$ cat config.mk
export PLATFORM = sky130hd
export DESIGN_NAME = shared_adder41_arbiter_flat
export DESIGN_NICKNAME = d
export VERILOG_FILES = /design/src/rtl/shared_adder41_arbiter_if.sv /design/src/rtl/shared_adder41_arbiter.sv /design/src/flat_wrapper.sv
export SDC_FILE = /design/constraint.sdc
export NUM_CORES = 1
export LEC_CHECK = 0
export BUFFER_PORTS_ARGS = -buffer_cell sky130_fd_sc_hd__buf_4
export CAP_MARGIN = 20
export CORE_UTILIZATION = 25
export CTS_CLUSTER_DIAMETER = 100
export DETAILED_ROUTE_END_ITERATION = 10
export PLACE_DENSITY = 0.52
export SYNTH_ARGS = -nofsm -noshare
export SYNTH_HDL_FRONTEND = slang
export SYNTH_SLANG_ARGS = --single-unit
$ cat constraint.sdc
create_clock -name clk -period 5.7 [get_ports clk]
set_input_delay 0.57 -clock clk [delete_from_list [all_inputs] [get_ports clk]]
set_output_delay 0.57 -clock clk [all_outputs]
set_load 0.05 [all_outputs]
$ cat src/rtl/shared_adder41_arbiter_if.sv
`default_nettype none
// ============================================================================
//  Module      : shared_adder41_arbiter_if
//  Description : Handshake bundle between the requesters/response consumer
//                and the shared 41+7-bit adder arbiter.
//                  req_valid[i] / req_ready[i] : per-requester handshake
//                  req_a  (NUM_REQ*41)         : packed A operands
//                  req_b  (NUM_REQ*7)          : packed B operands
//                  rsp_valid / rsp_ready       : response handshake
//                  rsp_sum (42), rsp_id (ID_W) : registered result and tag
//                master : requester / consumer side
//                slave  : arbiter side
//  Revision    : 1.0 - initial release
// ============================================================================
interface shared_adder41_arbiter_if #(
  parameter int NUM_REQ = 4,
  parameter int ID_W    = 2
);
  logic [NUM_REQ-1:0]    req_valid;
  logic [NUM_REQ-1:0]    req_ready;
  logic [NUM_REQ*41-1:0] req_a;
  logic [NUM_REQ*7-1:0]  req_b;
  logic                  rsp_valid;
  logic                  rsp_ready;
  logic [41:0]           rsp_sum;
  logic [ID_W-1:0]       rsp_id;

  modport master (
    output req_valid, req_a, req_b, rsp_ready,
    input  req_ready, rsp_valid, rsp_sum, rsp_id
  );

  modport slave (
    input  req_valid, req_a, req_b, rsp_ready,
    output req_ready, rsp_valid, rsp_sum, rsp_id
  );
endinterface
`default_nettype wire

$ cat src/rtl/shared_adder41_arbiter.sv
`default_nettype none
// ============================================================================
//  Module      : shared_adder41_arbiter
//  Description : Round-robin arbiter sharing one 41-bit + 7-bit unsigned
//                adder among NUM_REQ requesters. At most one operand pair is
//                accepted per cycle; the 42-bit sum is returned through a
//                single registered, back-pressurable response port tagged
//                with the requester index.
//  Ports       : clk        - clock, rising edge
//                rst_n      - asynchronous active-low reset
//                bus        - slave side of shared_adder41_arbiter_if
//                             (request handshakes/operands, response port)
//                busy       - response held or any request pending
//                txn_count  - accepted-request counter, wraps at 16 bits
//  Revision    : 1.0 - initial release
// ============================================================================
module shared_adder41_arbiter #(
  parameter int NUM_REQ = 4,
  parameter int ID_W    = 2
) (
  input  wire logic                 clk,
  input  wire logic                 rst_n,
  shared_adder41_arbiter_if.slave   bus,
  output logic                      busy,
  output logic [15:0]               txn_count
);

  typedef enum logic [0:0] {
    EMPTY = 1'b0,
    FULL  = 1'b1
  } state_t;

  state_t          r_state;
  logic [ID_W-1:0] r_ptr;
  logic [41:0]     r_sum;
  logic [ID_W-1:0] r_id;
  logic [15:0]     r_txn_count;

  logic            w_found;
  logic [ID_W-1:0] w_grant;
  logic [ID_W-1:0] w_idx;
  logic            w_can_accept;
  logic            w_accept;
  logic [40:0]     w_a;
  logic [6:0]      w_b;
  logic [41:0]     w_sum;

  // Rotating priority search starting at r_ptr. NUM_REQ is a power of two,
  // so the ID_W-bit addition wraps modulo NUM_REQ for free.
  always_comb begin
    w_found = 1'b0;
    w_grant = '0;
    w_idx   = '0;
    for (int k = 0; k < NUM_REQ; k++) begin
      w_idx = r_ptr + ID_W'(k);
      if (!w_found && bus.req_valid[w_idx]) begin
        w_found = 1'b1;
        w_grant = w_idx;
      end
    end
  end

  // rst_n gating keeps req_ready low while reset is asserted, since the
  // EMPTY reset state would otherwise advertise capacity.
  assign w_can_accept = (r_state == EMPTY) || bus.rsp_ready;
  assign w_accept     = w_found && w_can_accept && rst_n;

  always_comb begin
    bus.req_ready = '0;
    if (w_accept) begin
      bus.req_ready[w_grant] = 1'b1;
    end
  end

  // Operand mux feeding the single shared adder instance.
  assign w_a   = bus.req_a[int'(w_grant)*41 +: 41];
  assign w_b   = bus.req_b[int'(w_grant)*7 +: 7];
  // Bit 41 carries out; no truncation of the result.
  assign w_sum = {1'b0, w_a} + {35'b0, w_b};

  always_ff @(posedge clk or negedge rst_n) begin
    if (!rst_n) begin
      r_state     <= EMPTY;
      r_ptr       <= '0;
      r_sum       <= '0;
      r_id        <= '0;
      r_txn_count <= '0;
    end else begin
      if (w_accept) begin
        // Covers both a fresh load and a simultaneous consume+load.
        r_state     <= FULL;
        r_sum       <= w_sum;
        r_id        <= w_grant;
        r_ptr       <= w_grant + ID_W'(1);
        r_txn_count <= r_txn_count + 16'd1;
      end else if ((r_state == FULL) && bus.rsp_ready) begin
        // Sum and id intentionally keep their last values.
        r_state <= EMPTY;
      end
    end
  end

  assign bus.rsp_valid = (r_state == FULL);
  assign bus.rsp_sum   = r_sum;
  assign bus.rsp_id    = r_id;
  assign txn_count     = r_txn_count;
  assign busy          = (r_state == FULL) || (|bus.req_valid);

endmodule
`default_nettype wire

$ cat src/flat_wrapper.sv
// flat-port wrapper written by rule: the top's interface ports become plain ports
module shared_adder41_arbiter_flat 
#(
  parameter int NUM_REQ = 4,
  parameter int ID_W    = 2
)
  (clk, rst_n, busy, txn_count, bus_req_valid, bus_req_a, bus_req_b, bus_rsp_ready, bus_req_ready, bus_rsp_valid, bus_rsp_sum, bus_rsp_id);
  shared_adder41_arbiter_if #(.NUM_REQ(NUM_REQ), .ID_W(ID_W)) bus_i ();
  input  wire logic clk;
  input  wire logic rst_n;
  output logic busy;
  output logic [15:0] txn_count;
  input wire logic [$bits(bus_i.req_valid)-1:0] bus_req_valid;
  input wire logic [$bits(bus_i.req_a)-1:0] bus_req_a;
  input wire logic [$bits(bus_i.req_b)-1:0] bus_req_b;
  input wire logic [$bits(bus_i.rsp_ready)-1:0] bus_rsp_ready;
  output wire logic [$bits(bus_i.req_ready)-1:0] bus_req_ready;
  output wire logic [$bits(bus_i.rsp_valid)-1:0] bus_rsp_valid;
  output wire logic [$bits(bus_i.rsp_sum)-1:0] bus_rsp_sum;
  output wire logic [$bits(bus_i.rsp_id)-1:0] bus_rsp_id;
  assign bus_i.req_valid = bus_req_valid;
  assign bus_i.req_a = bus_req_a;
  assign bus_i.req_b = bus_req_b;
  assign bus_i.rsp_ready = bus_rsp_ready;
  assign bus_req_ready = bus_i.req_ready;
  assign bus_rsp_valid = bus_i.rsp_valid;
  assign bus_rsp_sum = bus_i.rsp_sum;
  assign bus_rsp_id = bus_i.rsp_id;
  shared_adder41_arbiter #(.NUM_REQ(NUM_REQ), .ID_W(ID_W)) u_core (.clk(clk), .rst_n(rst_n), .bus(bus_i), .busy(busy), .txn_count(txn_count));
endmodule
# [After elaboration in Yosys (flattened, before gate mapping)]
# Cells that the tools add are included.
[op_classes] add_sub_neg=6 n_mul=2 magnitude_cmp=6 n_shift=2 mux=21 bitwise=1 reduce_logical=14
[op_table] op="variable part select 164 x 32 -> 41 bit" n=1
[op_table] op="adder 41 x 7 -> 42 bit" n=1
[op_table] op="variable part select 28 x 32 -> 7 bit" n=1
[op_table] op="adder 16 x 1 -> 16 bit, second input constant" n=1
[op_table] op="< comparator 2 x 3 -> 1 bit, second input constant" n=5
[op_table] op="two-way mux 1 bit" n=11
[op_table] op="binary-select mux 1 bit (select 2 bit)" n=4
[op_table] op="multiplier 2 x 6 -> 8 bit, second input constant" n=1
[op_table] op="two-way mux 2 bit" n=4
[op_table] op="logical AND 1 bit" n=7
[op_table] op="multiplier 2 x 3 -> 5 bit, second input constant" n=1
[op_table] op="adder 2 x 1 -> 2 bit, second input constant" n=2
[op_table] op="adder 2 bit, second input constant" n=2
[op_table] op="two-way mux 4 bit" n=1
[op_table] op="OR reduction 4 bit" n=1
[op_table] op="zero test 1 bit" n=3
[op_table] op="demux 1 bit (select 2 bit)" n=1
[op_table] op=">= comparator 2 x 1 -> 1 bit, second input constant" n=1
[op_table] op="logical OR 1 bit" n=2
[op_table] op="nonzero test 2 bit" n=1
[op_table] op="NOT 1 bit" n=1
[totals] register_bits=63 input_bits=199 output_inout_bits=66 wordCells=57

# [Longest topological paths before layout]
# Gate-level depths: netlist (run 1).
[logic_depth] word_depth=17 mapped_depth=22 mapped_depth_nobuf=18

# [Least setup slack after synthesis (run 1)]
# OpenSTA, ideal clock, no wires.
[synth_path] kind="input to register" from="in bus_req_valid[1]" to="reg u_core.r_sum[40] (netlist: u_core.bus.rsp_sum[40])" setup_ns=0.077 arrival_time_ns=4.360 t_required_ns=5.623 slack_ns=1.263 stages=22 n_path_buf=6 cell_sequence="a21boi_0 o221a_2 buf_6 buf_6 buf_2 clkbuf_1 buf_1 nand2_1 a31oi_1 ha_1 inv_1 fa_1 nor2b_1 o31a_1 o21ai_0 a21oi_1 o211ai_1 nor4_2 buf_4 nand4_1 xor2_1 o21ai_1"
[synth_via] elab_chain_len=15 elab_cells_between_ends=29 classes_between="1 x add/sub; 2 x mul; 2 x shift; 16 x mux; 8 x reduce/logical"
[synth_rtl] element="from (decl)" line="flat_wrapper.sv:13" rtl="input wire logic [$bits(bus_i.req_valid)-1:0] bus_req_valid;"
[synth_rtl] element="binary-select mux 1 bit (select 2 bit)" line="shared_adder41_arbiter.sv:56" rtl="if (!w_found && bus.req_valid[w_idx]) begin"
[synth_rtl] element="two-way mux 1 bit (implied by the code)" line="shared_adder41_arbiter.sv:56"
[synth_rtl] element="two-way mux 1 bit" line="shared_adder41_arbiter.sv:56"
[synth_rtl] element="zero test 1 bit" line="shared_adder41_arbiter.sv:56"
[synth_rtl] element="logical AND 1 bit" line="shared_adder41_arbiter.sv:56"
[synth_rtl] element="two-way mux 1 bit" line="shared_adder41_arbiter.sv:56"
[synth_rtl] element="zero test 1 bit" line="shared_adder41_arbiter.sv:56"
[synth_rtl] element="logical AND 1 bit" line="shared_adder41_arbiter.sv:56"
[synth_rtl] element="two-way mux 1 bit" line="shared_adder41_arbiter.sv:56"
[synth_rtl] element="zero test 1 bit" line="shared_adder41_arbiter.sv:56"
[synth_rtl] element="logical AND 1 bit" line="shared_adder41_arbiter.sv:56"
[synth_rtl] element="two-way mux 2 bit *" line="shared_adder41_arbiter.sv:56"
[synth_rtl] element="net u_core.w_grant[0]" line="shared_adder41_arbiter.sv:40" rtl="logic [ID_W-1:0] w_grant;"
[synth_rtl] element="multiplier 2 x 6 -> 8 bit / multiplier 2 x 3 -> 5 bit (equally long branches)" line="shared_adder41_arbiter.sv:76, shared_adder41_arbiter.sv:77"
[synth_rtl] element="variable part select 164 x 32 -> 41 bit / variable part select 28 x 32 -> 7 bit (equally long branches)" line="shared_adder41_arbiter.sv:76, shared_adder41_arbiter.sv:77"
[synth_rtl] element="adder 41 x 7 -> 42 bit *" line="shared_adder41_arbiter.sv:79" rtl="assign w_sum = {1'b0, w_a} + {35'b0, w_b};"
[synth_rtl] element="to (signal assigned)" line="shared_adder41_arbiter.sv:92" rtl="r_sum <= w_sum;"
[synth_rtl] element="to (decl)" line="shared_adder41_arbiter.sv:35" rtl="logic [41:0] r_sum;"
# Mark *: on every way through the listed nets, which the timed path passes. The rest lies on a longest branch. The select of a mux whose other input is x is not followed.
# A chain may end at the register's enable or synchronous reset.

# [Worst setup path in the final report (run 1)]
[layout_path] from="reg u_core.r_ptr[1]" to="reg u_core.r_sum[24] (netlist: u_core.bus.rsp_sum[24])"
[layout_via] elab_chain_len=15 elab_cells_between_ends=32 classes_between="4 x add/sub; 2 x mul; 2 x shift; 16 x mux; 8 x reduce/logical"
[layout_rtl] element="from (decl)" line="shared_adder41_arbiter.sv:34" rtl="logic [ID_W-1:0] r_ptr;"
[layout_rtl] element="from (signal assigned)" line="shared_adder41_arbiter.sv:94" rtl="r_ptr <= w_grant + ID_W'(1);"
[layout_rtl] element="parallel branches: the longest is 15 deep, another holds multiplier 2 x 6 -> 8 bit"
# Parallel ways; which one is timed is not known. The select of a mux whose other input is x is not followed.

==> results of run 1 <==
## worst max-delay path, stage by stage, from the launching register on
cell,delay (ps)
dfrtp_1,430
mux2_1,360
o221a_4,380
clkinv_1,220
buf_12,210
nand2_1,70
and3_1,150
a31oi_1,160
ha_1,220
inv_1,60
fa_1,390
nor2b_1,160
o31a_1,150
o21ai_0,100
a21oi_1,310
o211ai_1,220
nor4_2,190
buf_4,240
nor2b_1,180
xnor2_1,120
o21ai_0,80
## final timing paths
kind / to / start / cells after the start / slack [ps]
worst max-delay path: u_core.bus.rsp_sum[24] / u_core.r_ptr[1] / 20 / 1100
worst min-delay path: u_core.txn_count[7] / rst_n / 2 / 460
worst max register to register: u_core.bus.rsp_sum[24] / u_core.r_ptr[1] / 20 / 1100
worst min register to register: u_core.txn_count[15] / u_core.txn_count[15] / 1 / 470
max in group asynchronous: u_core.bus.rsp_sum[19] / rst_n / 2 / 4680
min in group clk: u_core.txn_count[15] / u_core.txn_count[15] / 1 / 470
## placed cells by master, fill, tap and decap left out, drive strengths merged, types with 16 or more instances in the layout
| cell type | netlist | layout |
|---|---|---|
| xnor2 | 23 | 23 |
| nand2 | 142 | 142 |
| o21ai | 46 | 46 |
| nand3 | 18 | 18 |
| mux2i | 93 | 93 |
| xor2 | 29 | 29 |
| a31oi | 16 | 16 |
| buf | 17 | 272 |
| dfrtp | 63 | 63 |
| and3 | 20 | 20 |
## per-layer routing
| layer | routed length (um) | vias to the layer above |
|---|---|---|
| li1 | - | 2519 |
| met1 | 7390 | 2226 |
| met2 | 8520 | 116 |
| met3 | 854 | 10 |
| met4 | 132 | 0 |
| met5 | 0 | - |
## power breakdown
part	internal, mW	switching (mW)
sequential	0.583	0.0943
clock	0.389	0.225
combinational	0.703	1.21
## sequential cells by signal, summed over array words and instances, names as in the netlist
register and flops:
u_core.bus.rsp_sum 42, u_core.txn_count 16, u_core.bus.rsp_id 2, u_core.r_ptr 2, u_core.bus.rsp_valid 1
## cells by family (layout without fill, tap and decap cells)
| group | count (synthesis) | count (layout) | share of synthesized area |
|---|---|---|---|
| AO/OA/AOI/OAI | 82 | 82 | 0.0951 |
| XOR/XNOR | 52 | 52 | 0.0911 |
| adder cells (fa/ha/maj) | 13 | 13 | 0.0340 |
| buffers and inverters | 44 | 300 | 0.0503 |
| flip-flops | 63 | 63 | 0.315 |
| multiplexers | 94 | 94 | 0.193 |
| AND/OR/NAND/NOR | 232 | 232 | 0.221 |
## per-stage QoR
| step | total power [mW] | area (um2) | cells | hold slack [ps] | setup WS (ps) |
|---|---|---|---|---|---|
| 2_1_floorplan | 2.05 | 5000 | 580 | 274 | 1260 |
| 3_3_place_gp | 2.62 | 7200 | 1085 | 466 | 948 |
| 3_5_place_dp | 2.62 | 7200 | 1085 | 468 | 834 |
| 4_1_cts | 3.26 | 7530 | 1101 | 480 | 1070 |
| 5_1_grt | 3.43 | 7530 | 1101 | 494 | 634 |
| 6_report | 3.20 | 7530 | 1101 | 457 | 1100 |
## layout make-up
type / instances / share of cell area
clock buffer: 9 / 0.0299
clock inverter: 7 / 0.0136
inverter: 12 / 0.00598
multi-input combinational: 473 / 0.424
sequential: 63 / 0.209
tap: 265 / 0.0440
timing repair buffer: 272 / 0.273
==> results.sh, run 1 <==
export IMPL_grt_setup_unrepaired="no"
export IMPL_portBuffers=264
export IMPL_fmax_mhz=217
export IMPL_fillerInstances=2085
export IMPL_syn_inst=580
export IMPL_tritoncts_num_buffers=9
export IMPL_p_leak_nw=3.75
export IMPL_cts_setup_buffers=0
export IMPL_seq_area_frac_synth=0.315
export IMPL_start_util=0.256
export IMPL_hold_class="input port to asynchronous set/reset pin"
export IMPL_synth_seq_cells=63
export IMPL_postRouteAntennaNets=0
export IMPL_drtPass1Iterations=4
export IMPL_cts_hold_buf=0
export IMPL_clockBufferDepth=2
export IMPL_yosys_warnings=0
export IMPL_fin_tns_setup_ps=0
export IMPL_synth_top_area_frac=0.315
export IMPL_ir_drop_v=0.000173
export IMPL_grtUsageMet2=0.280
export IMPL_worst_pin_slew_ps=849
export IMPL_gp_congestion=0.802
export IMPL_synth_common_cells="nand2_1, mux2i_1, dfrtp_1, xor2_1, o21ai_0"
export IMPL_clk_pin_slew_ps=60
export IMPL_cts_root_buf="clkbuf_16"
export IMPL_cp_arrival_ps=4790
export IMPL_end_kind="flop"
export IMPL_wl_per_cell_um=15.3
export IMPL_dr_total_vias=4871
export IMPL_gr_total_overflow=0
export IMPL_core_area_um2=19500
export IMPL_fin_crit_sh=0.807
export IMPL_dieArea_um2=20600
export IMPL_synth_enable_flop_cells=0
export IMPL_grt_use_met1=0.204
export IMPL_io_pins=265
export IMPL_p_per_area_nw_per_um2=425
export IMPL_synthArstFlopShare=1.00
export IMPL_regArea_um2=1580
export IMPL_grt_usage=0.163
export IMPL_drcViolationCount=0
export IMPL_grt_antenna_before_repair=0
export IMPL_yosys_top_cells_area="dfrtp_1, mux2i_1, nand2_1"
export IMPL_cts_resized=0
export IMPL_outcome="completed"
export IMPL_yosysTopAreaCell="dfrtp_1"
export IMPL_clkLatencyLatePin_ps=330
export IMPL_met3_usage=0.0403
export IMPL_multi_input_area_um2=3190
export IMPL_routed_via_density=4.42
export IMPL_synth_nets=792
export IMPL_finalSetupViolCount=0
export IMPL_crit_type="flop to flop"
export IMPL_post_route_min_period_ps=4600
export IMPL_grt_start_max_net_pins=66
export IMPL_ys_types=51
export IMPL_dieWidth_um=143
export IMPL_areaGrowthSynthToFinish_pct=50.6
export IMPL_utilization=0.386
export IMPL_yosys_most_used_dff="dfrtp_1"
export IMPL_num_antenna_cells=0
export IMPL_drive_above_1_share=0.366
export IMPL_first_iter_violations=166
export IMPL_skew_ps=6.38
export IMPL_top_usage_layer="met2"
export IMPL_slew_viol_final=0
export IMPL_place_hpwl_um=13300
export IMPL_cts_htree_levels=3
export IMPL_worstPathMaxFanout=32
export IMPL_dieHeight_um=143
export IMPL_cts_tree="built"
export IMPL_syn_avg_cell_area_um2=8.62
export IMPL_clock_sinks=63
export IMPL_cp_required_ps=5890
export IMPL_hold_violations=0
export IMPL_relSlewSlack=0.434
export IMPL_first_global_vias=4770
export IMPL_wl_um=16900
export IMPL_row_count=51
export IMPL_synth_most_common_cell="nand2_1"
export IMPL_grt_pass1_wl_um=25600
export IMPL_max_cap_viol_count=0
export IMPL_syn_area_um2=5000
export IMPL_nets=1043
export IMPL_worstSetupStartpointType="flop"
Power figures use the tool's default switching activity.
==> run 2, diff against run 1 <==
Clock period 5.7 ns to 4.6 ns, I/O delays scaled along.
==> run 2 against run 1 <==
  * Setup slack worse by 630 ps
  * Sequential share of layout area is 0.073 points lower
  * First-iteration DRC count is 16% lower
  * Cell area is 0.35% higher
  * Routed wire length is 0.67% higher
  * Combinational power is 24% higher
  * Flip-flop and latch count stayed put
  * Non-clock buffer count is 5 higher
==> results.sh, run 2 (synthesis gave the netlist of run 1 again) <==
export IMPL_rr_endpoint="u_core.bus.rsp_sum[24]"
export IMPL_cp_slowest_stage_delay_ps=440
export IMPL_end_kind="flop"
export IMPL_first_iter_violations=140
export IMPL_worstPathCellList="mux2_1, o221a_4, clkinv_1, nand2_1, and3_1, a31oi_1, ha_1, inv_1, fa_1, nor2b_1, o31a_1, o21ai_0, a21oi_1, o211ai_1, nor4_2, buf_4, nor2b_1, xnor2_1, o21ai_0"
export IMPL_crit_type="flop to flop"
export IMPL_relSlewSlack=0.382
export IMPL_clock_sinks=63
export IMPL_p_per_area_nw_per_um2=526
export IMPL_rrSetupSlack_ps=460
export IMPL_layout_common_cells="buf_4, nand2_1, mux2i_1, dfrtp_1, xor2_1"
export IMPL_crit_buf_inv=3
export IMPL_layout_commonest_cell="buf_4"
export IMPL_dieWidth_um=143
export IMPL_rr_worst_depth=19
export IMPL_dieArea_um2=20600
export IMPL_worstSetupStartpointType="flop"
export IMPL_cp_arrival_ps=4320
export IMPL_fin_tns_setup_ps=0
export IMPL_dieHeight_um=143
export IMPL_gr_total_overflow=0
export IMPL_routed_via_density=4.47
export IMPL_cp_required_ps=4780
export IMPL_num_antenna_cells=0
export IMPL_cts_hold_buf=0
export IMPL_grt_usage=0.162
export IMPL_drtPass1Iterations=4
export IMPL_dp_cells=1090
export IMPL_drcViolationCount=0
export IMPL_gp_congestion=0.806
export IMPL_first_global_vias=4735
export IMPL_p_leak_nw=3.77
export IMPL_clkLatencyLatePin_ps=340
export IMPL_dr_total_vias=4947
export IMPL_cts_tree="built"
export IMPL_nets=1048
export IMPL_place_hpwl_um=13500
export IMPL_core_area_um2=19500
export IMPL_cts_htree_levels=3
export IMPL_clk_pin_slew_ps=60
export IMPL_worst_slack_ps=464
export IMPL_cts_resized=0
export IMPL_fin_crit_sh=0.899
export IMPL_worstPathMaxFanout=11
export IMPL_worst_pin_slew_ps=926
export IMPL_hold_violations=0
export IMPL_post_route_min_period_ps=4140
export IMPL_wl_per_cell_um=15.4
export IMPL_max_cap_viol_count=0
export IMPL_ir_drop_v=0.000255
export IMPL_fmax_mhz=242
export IMPL_finalSetupViolCount=0
export IMPL_hold_class="input port to asynchronous set/reset pin"
export IMPL_wl_um=17000
export IMPL_areaGrowthSynthToFinish_pct=51.1
export IMPL_clockBufferDepth=2
export IMPL_row_count=51
export IMPL_crit_slowest_cell="dfrtp_1"
export IMPL_grt_start_max_net_pins=92
export IMPL_largest_reg_flops=42
export IMPL_fin_cells=1106
export IMPL_fillerInstances=2107
export IMPL_r2r_start="u_core.r_ptr[1]"
export IMPL_grt_setup_unrepaired="no"
export IMPL_pre_cts_ws_ps=354
export IMPL_grt_pass1_wl_um=25300
export IMPL_skew_ps=9.12
export IMPL_postRouteAntennaNets=0
export IMPL_portBuffers=264
export IMPL_cp_top_family="compound AO/OA/AOI/OAI gates"
export IMPL_grt_antenna_before_repair=0
export IMPL_slew_viol_final=0
export IMPL_start_util=0.256
export IMPL_cts_setup_buffers=0
export IMPL_tritoncts_num_buffers=9
export IMPL_outcome="completed"
export IMPL_io_pins=265
export IMPL_cts_root_buf="clkbuf_16"
export IMPL_drive_above_1_share=0.370
[run 2: worst max path at each step]
stage                     cells past startpoint                endpoint        startpoint  slack (ps)
after global placement                       20  u_core.bus.rsp_sum[24]  bus_req_valid[1]         420
after global routing                         18  u_core.bus.rsp_sum[24]   u_core.r_ptr[1]         100
after detailed placement                     20  u_core.bus.rsp_sum[24]  bus_req_valid[1]         350
after floorplan                              22  u_core.bus.rsp_sum[40]  bus_req_valid[1]         270
after CTS                                    19  u_core.bus.rsp_sum[24]   u_core.r_ptr[1]         440
final                                        19  u_core.bus.rsp_sum[24]   u_core.r_ptr[1]         460
[run 2: power by group]
| part | total, mW | switching, mW | internal (mW) |
|---|---|---|---|
| combinational | 2.37 | 1.50 | 0.879 |
| clock | 0.762 | 0.280 | 0.482 |
| sequential | 0.839 | 0.116 | 0.723 |
[run 2: layout make-up]
type,count,area (um2),share of cell area
Tap cell,265,332,0.0439
Clock inverter,7,104,0.0137
Timing Repair Buffer,277,2080,0.275
Clock buffer,9,225,0.0298
Multi-Input combinational cell,473,3190,0.423
Sequential cell,63,1580,0.209
Inverter,12,45.0,0.00596
[run 2: metal layers]
metal	GRT usage	part of all wire	routed length, um
met5	0	0	0
met4	0.0448	0.016	274
met3	0.0437	0.061	1040
met2	0.276	0.49	8330
met1	0.199	0.43	7370
[run 2: metrics by stage]
stage	hold slack (ps)	util	power [mW]	cell area, um2
after detailed placement	472	0.370	3.25	7230
final	362	0.387	3.98	7560
after floorplan	164	-	2.54	5000
after CTS	401	0.387	4.03	7560
after global placement	464	0.370	3.25	7230
after global routing	444	0.387	4.25	7560
==> run 3, diff against run 2 <==
--- a/config.mk
+++ b/config.mk
@@ -8,7 +8,6 @@
 export BUFFER_PORTS_ARGS = -buffer_cell sky130_fd_sc_hd__buf_4
-export CAP_MARGIN = 20
-export CORE_UTILIZATION = 25
+export CORE_UTILIZATION = 46
 export CTS_CLUSTER_DIAMETER = 100
 export DETAILED_ROUTE_END_ITERATION = 10
-export PLACE_DENSITY = 0.52
+export PLACE_DENSITY = 0.84
 export SYNTH_ARGS = -nofsm -noshare
--- a/constraint.sdc
+++ b/constraint.sdc
@@ -3,2 +3,2 @@
 set_output_delay 0.46 -clock clk [all_outputs]
-set_load 0.05 [all_outputs]
+set_load 0.01 [all_outputs]
==> run 3 against run 2 <==
  * Register-to-register slack got worse by 70 ps
  * First-iteration DRC count rose by 84%
  * Critical path depth did not move
  * Cell count fell by 12%
  * Combinational power fell by 22%
  * Power fell by 18%
  * Critical path type unchanged
==> results.sh, run 3 (synthesis gave the netlist of run 1 again) <==
export IMPL_drive_above_1_share=0.367
export IMPL_cp_required_ps=4840
export IMPL_core_area_um2=10400
export IMPL_crit_type="flop to flop"
export IMPL_p_per_area_nw_per_um2=445
export IMPL_clkLatencyLatePin_ps=330
export IMPL_cts_resized=0
export IMPL_tritoncts_num_buffers=9
export IMPL_multi_input_area_um2=3190
export IMPL_layout_commonest_cell="buf_4"
export IMPL_outcome="completed"
export IMPL_clock_sinks=63
export IMPL_dieArea_um2=11300
export IMPL_regArea_um2=1580
export IMPL_cts_tree="built"
export IMPL_grt_setup_unrepaired="no"
export IMPL_worstPathMaxFanout=11
export IMPL_p_leak_nw=3.73
export IMPL_end_kind="flop"
export IMPL_p_switching_mw=1.32
export IMPL_hold_class="input port to asynchronous set/reset pin"
export IMPL_wl_um=15500
export IMPL_ir_drop_v=0.000258
export IMPL_slew_viol_final=0
export IMPL_gr_total_overflow=0
export IMPL_grt_pass1_wl_um=24000
export IMPL_row_count=37
export IMPL_clockBufferDepth=2
export IMPL_drcViolationCount=0
export IMPL_dieHeight_um=106
export IMPL_routed_via_density=5.32
export IMPL_grt_start_max_net_pins=67
export IMPL_start_util=0.480
export IMPL_first_global_vias=5055
export IMPL_clkPwrFrac=0.168
export IMPL_fin_crit_sh=0.915
export IMPL_relSlewSlack=0.409
export IMPL_io_pins=265
export IMPL_worst_pin_slew_ps=886
export IMPL_finalSetupViolCount=0
export IMPL_nets=1048
export IMPL_grt_antenna_before_repair=0
export IMPL_fillerInstances=830
export IMPL_postRouteAntennaNets=0
export IMPL_cts_hold_buf=0
export IMPL_cts_root_buf="clkbuf_8"
export IMPL_utilization=0.700
export IMPL_fmax_mhz=238
export IMPL_areaGrowthSynthToFinish_pct=45.8
export IMPL_wl_per_cell_um=15.9
export IMPL_first_iter_violations=258
export IMPL_fin_tns_setup_ps=0
export IMPL_num_antenna_cells=0
export IMPL_drtPass1Iterations=7
export IMPL_worstSetupStartpointType="flop"
export IMPL_p_comb_frac=0.572
export IMPL_max_cap_viol_count=0
export IMPL_dieWidth_um=106
export IMPL_gp_congestion=0.891
export IMPL_largest_reg_flops=42
export IMPL_dpl_instance_area_um2=7040
export IMPL_intPower_mw=1.93
export IMPL_cp_arrival_ps=4450
export IMPL_place_hpwl_um=12600
export IMPL_post_route_min_period_ps=4210
export IMPL_layout_common_cells="buf_4, nand2_1, mux2i_1, dfrtp_1, xor2_1"
export IMPL_hold_violations=0
export IMPL_p_sw_frac=0.406
export IMPL_dr_total_vias=5196
export IMPL_design_area_um2=7290
export IMPL_clk_pin_slew_ps=70
export IMPL_cts_htree_levels=3
export IMPL_grt_usage=0.270
export IMPL_skew_ps=12.3
export IMPL_p_seq_frac=0.260
export IMPL_portBuffers=264
-- run 3: area by class of cell --
type / count / area share
tap: 136 / 0.0233
sequential: 63 / 0.216
inverter: 12 / 0.00618
clock buffer: 13 / 0.0218
clock inverter: 3 / 0.00893
timing repair buffer: 277 / 0.285
multi-input combinational: 473 / 0.438
-- run 3: layer usage --
metal  global-route usage  up-vias  routed length, um
li1                     -     2520                  -
met1                0.327     2483               6070
met2                0.493      172               8350
met3               0.0392       21                851
met4               0.0794        0                257
met5                    0        -                  0
-- run 3: worst max-delay path, stage by stage (launching register included) --
cell	delay (ps)
dfrtp_1	440
mux2_1	360
o221a_4	320
clkinv_1	140
nand2_1	80
and3_1	170
a31oi_1	160
ha_1	210
inv_1	60
fa_1	390
nor2b_1	160
o31a_1	150
o21ai_0	90
a21oi_1	270
o211ai_1	210
nor4_2	180
buf_4	220
nand4_1	150
xor2_1	200
o21ai_1	140
-- run 3: timing repair --
action	CTS	global route
hold endpoints to repair	0	0
setup buffers	0	3
setup endpoints to repair	0	6
-- run 3: worst paths after layout --
| path | endpoint | slack (ps) | from | depth (start not counted) |
|---|---|---|---|---|
| setup / recovery | u_core.bus.rsp_sum[40] | 390 | u_core.r_ptr[1] | 19 |
| hold / removal | u_core.txn_count[8] | 230 | rst_n | 1 |
| setup reg to reg | u_core.bus.rsp_sum[40] | 390 | u_core.r_ptr[1] | 19 |
| hold reg to reg | u_core.txn_count[15] | 480 | u_core.txn_count[15] | 1 |
| max in group asynchronous | u_core.bus.rsp_sum[4] | 3830 | rst_n | 1 |
| min in group clk | u_core.txn_count[15] | 480 | u_core.txn_count[15] | 1 |
-- run 3: power groups by stage --
stage	clock network, mW	registers [mW]	logic [mW]
floorplan	0	0.907	1.13
global placement	0	0.844	1.78
detailed placement	0	0.852	1.84
CTS	0.552	0.845	1.85
global route	0.578	0.865	2.02
finish	0.544	0.845	1.86
-- run 3: through the flow --
stage / instances / power (mW) / setup WS, ps / hold slack, ps
finish: 977 / 3.24 / 393 / 229
global route: 977 / 3.46 / 42.2 / 296
CTS: 974 / 3.24 / 294 / 249
detailed placement: 958 / 2.69 / 177 / 474
global placement: 958 / 2.62 / 391 / 463
floorplan: 580 / 2.04 / 273 / 164
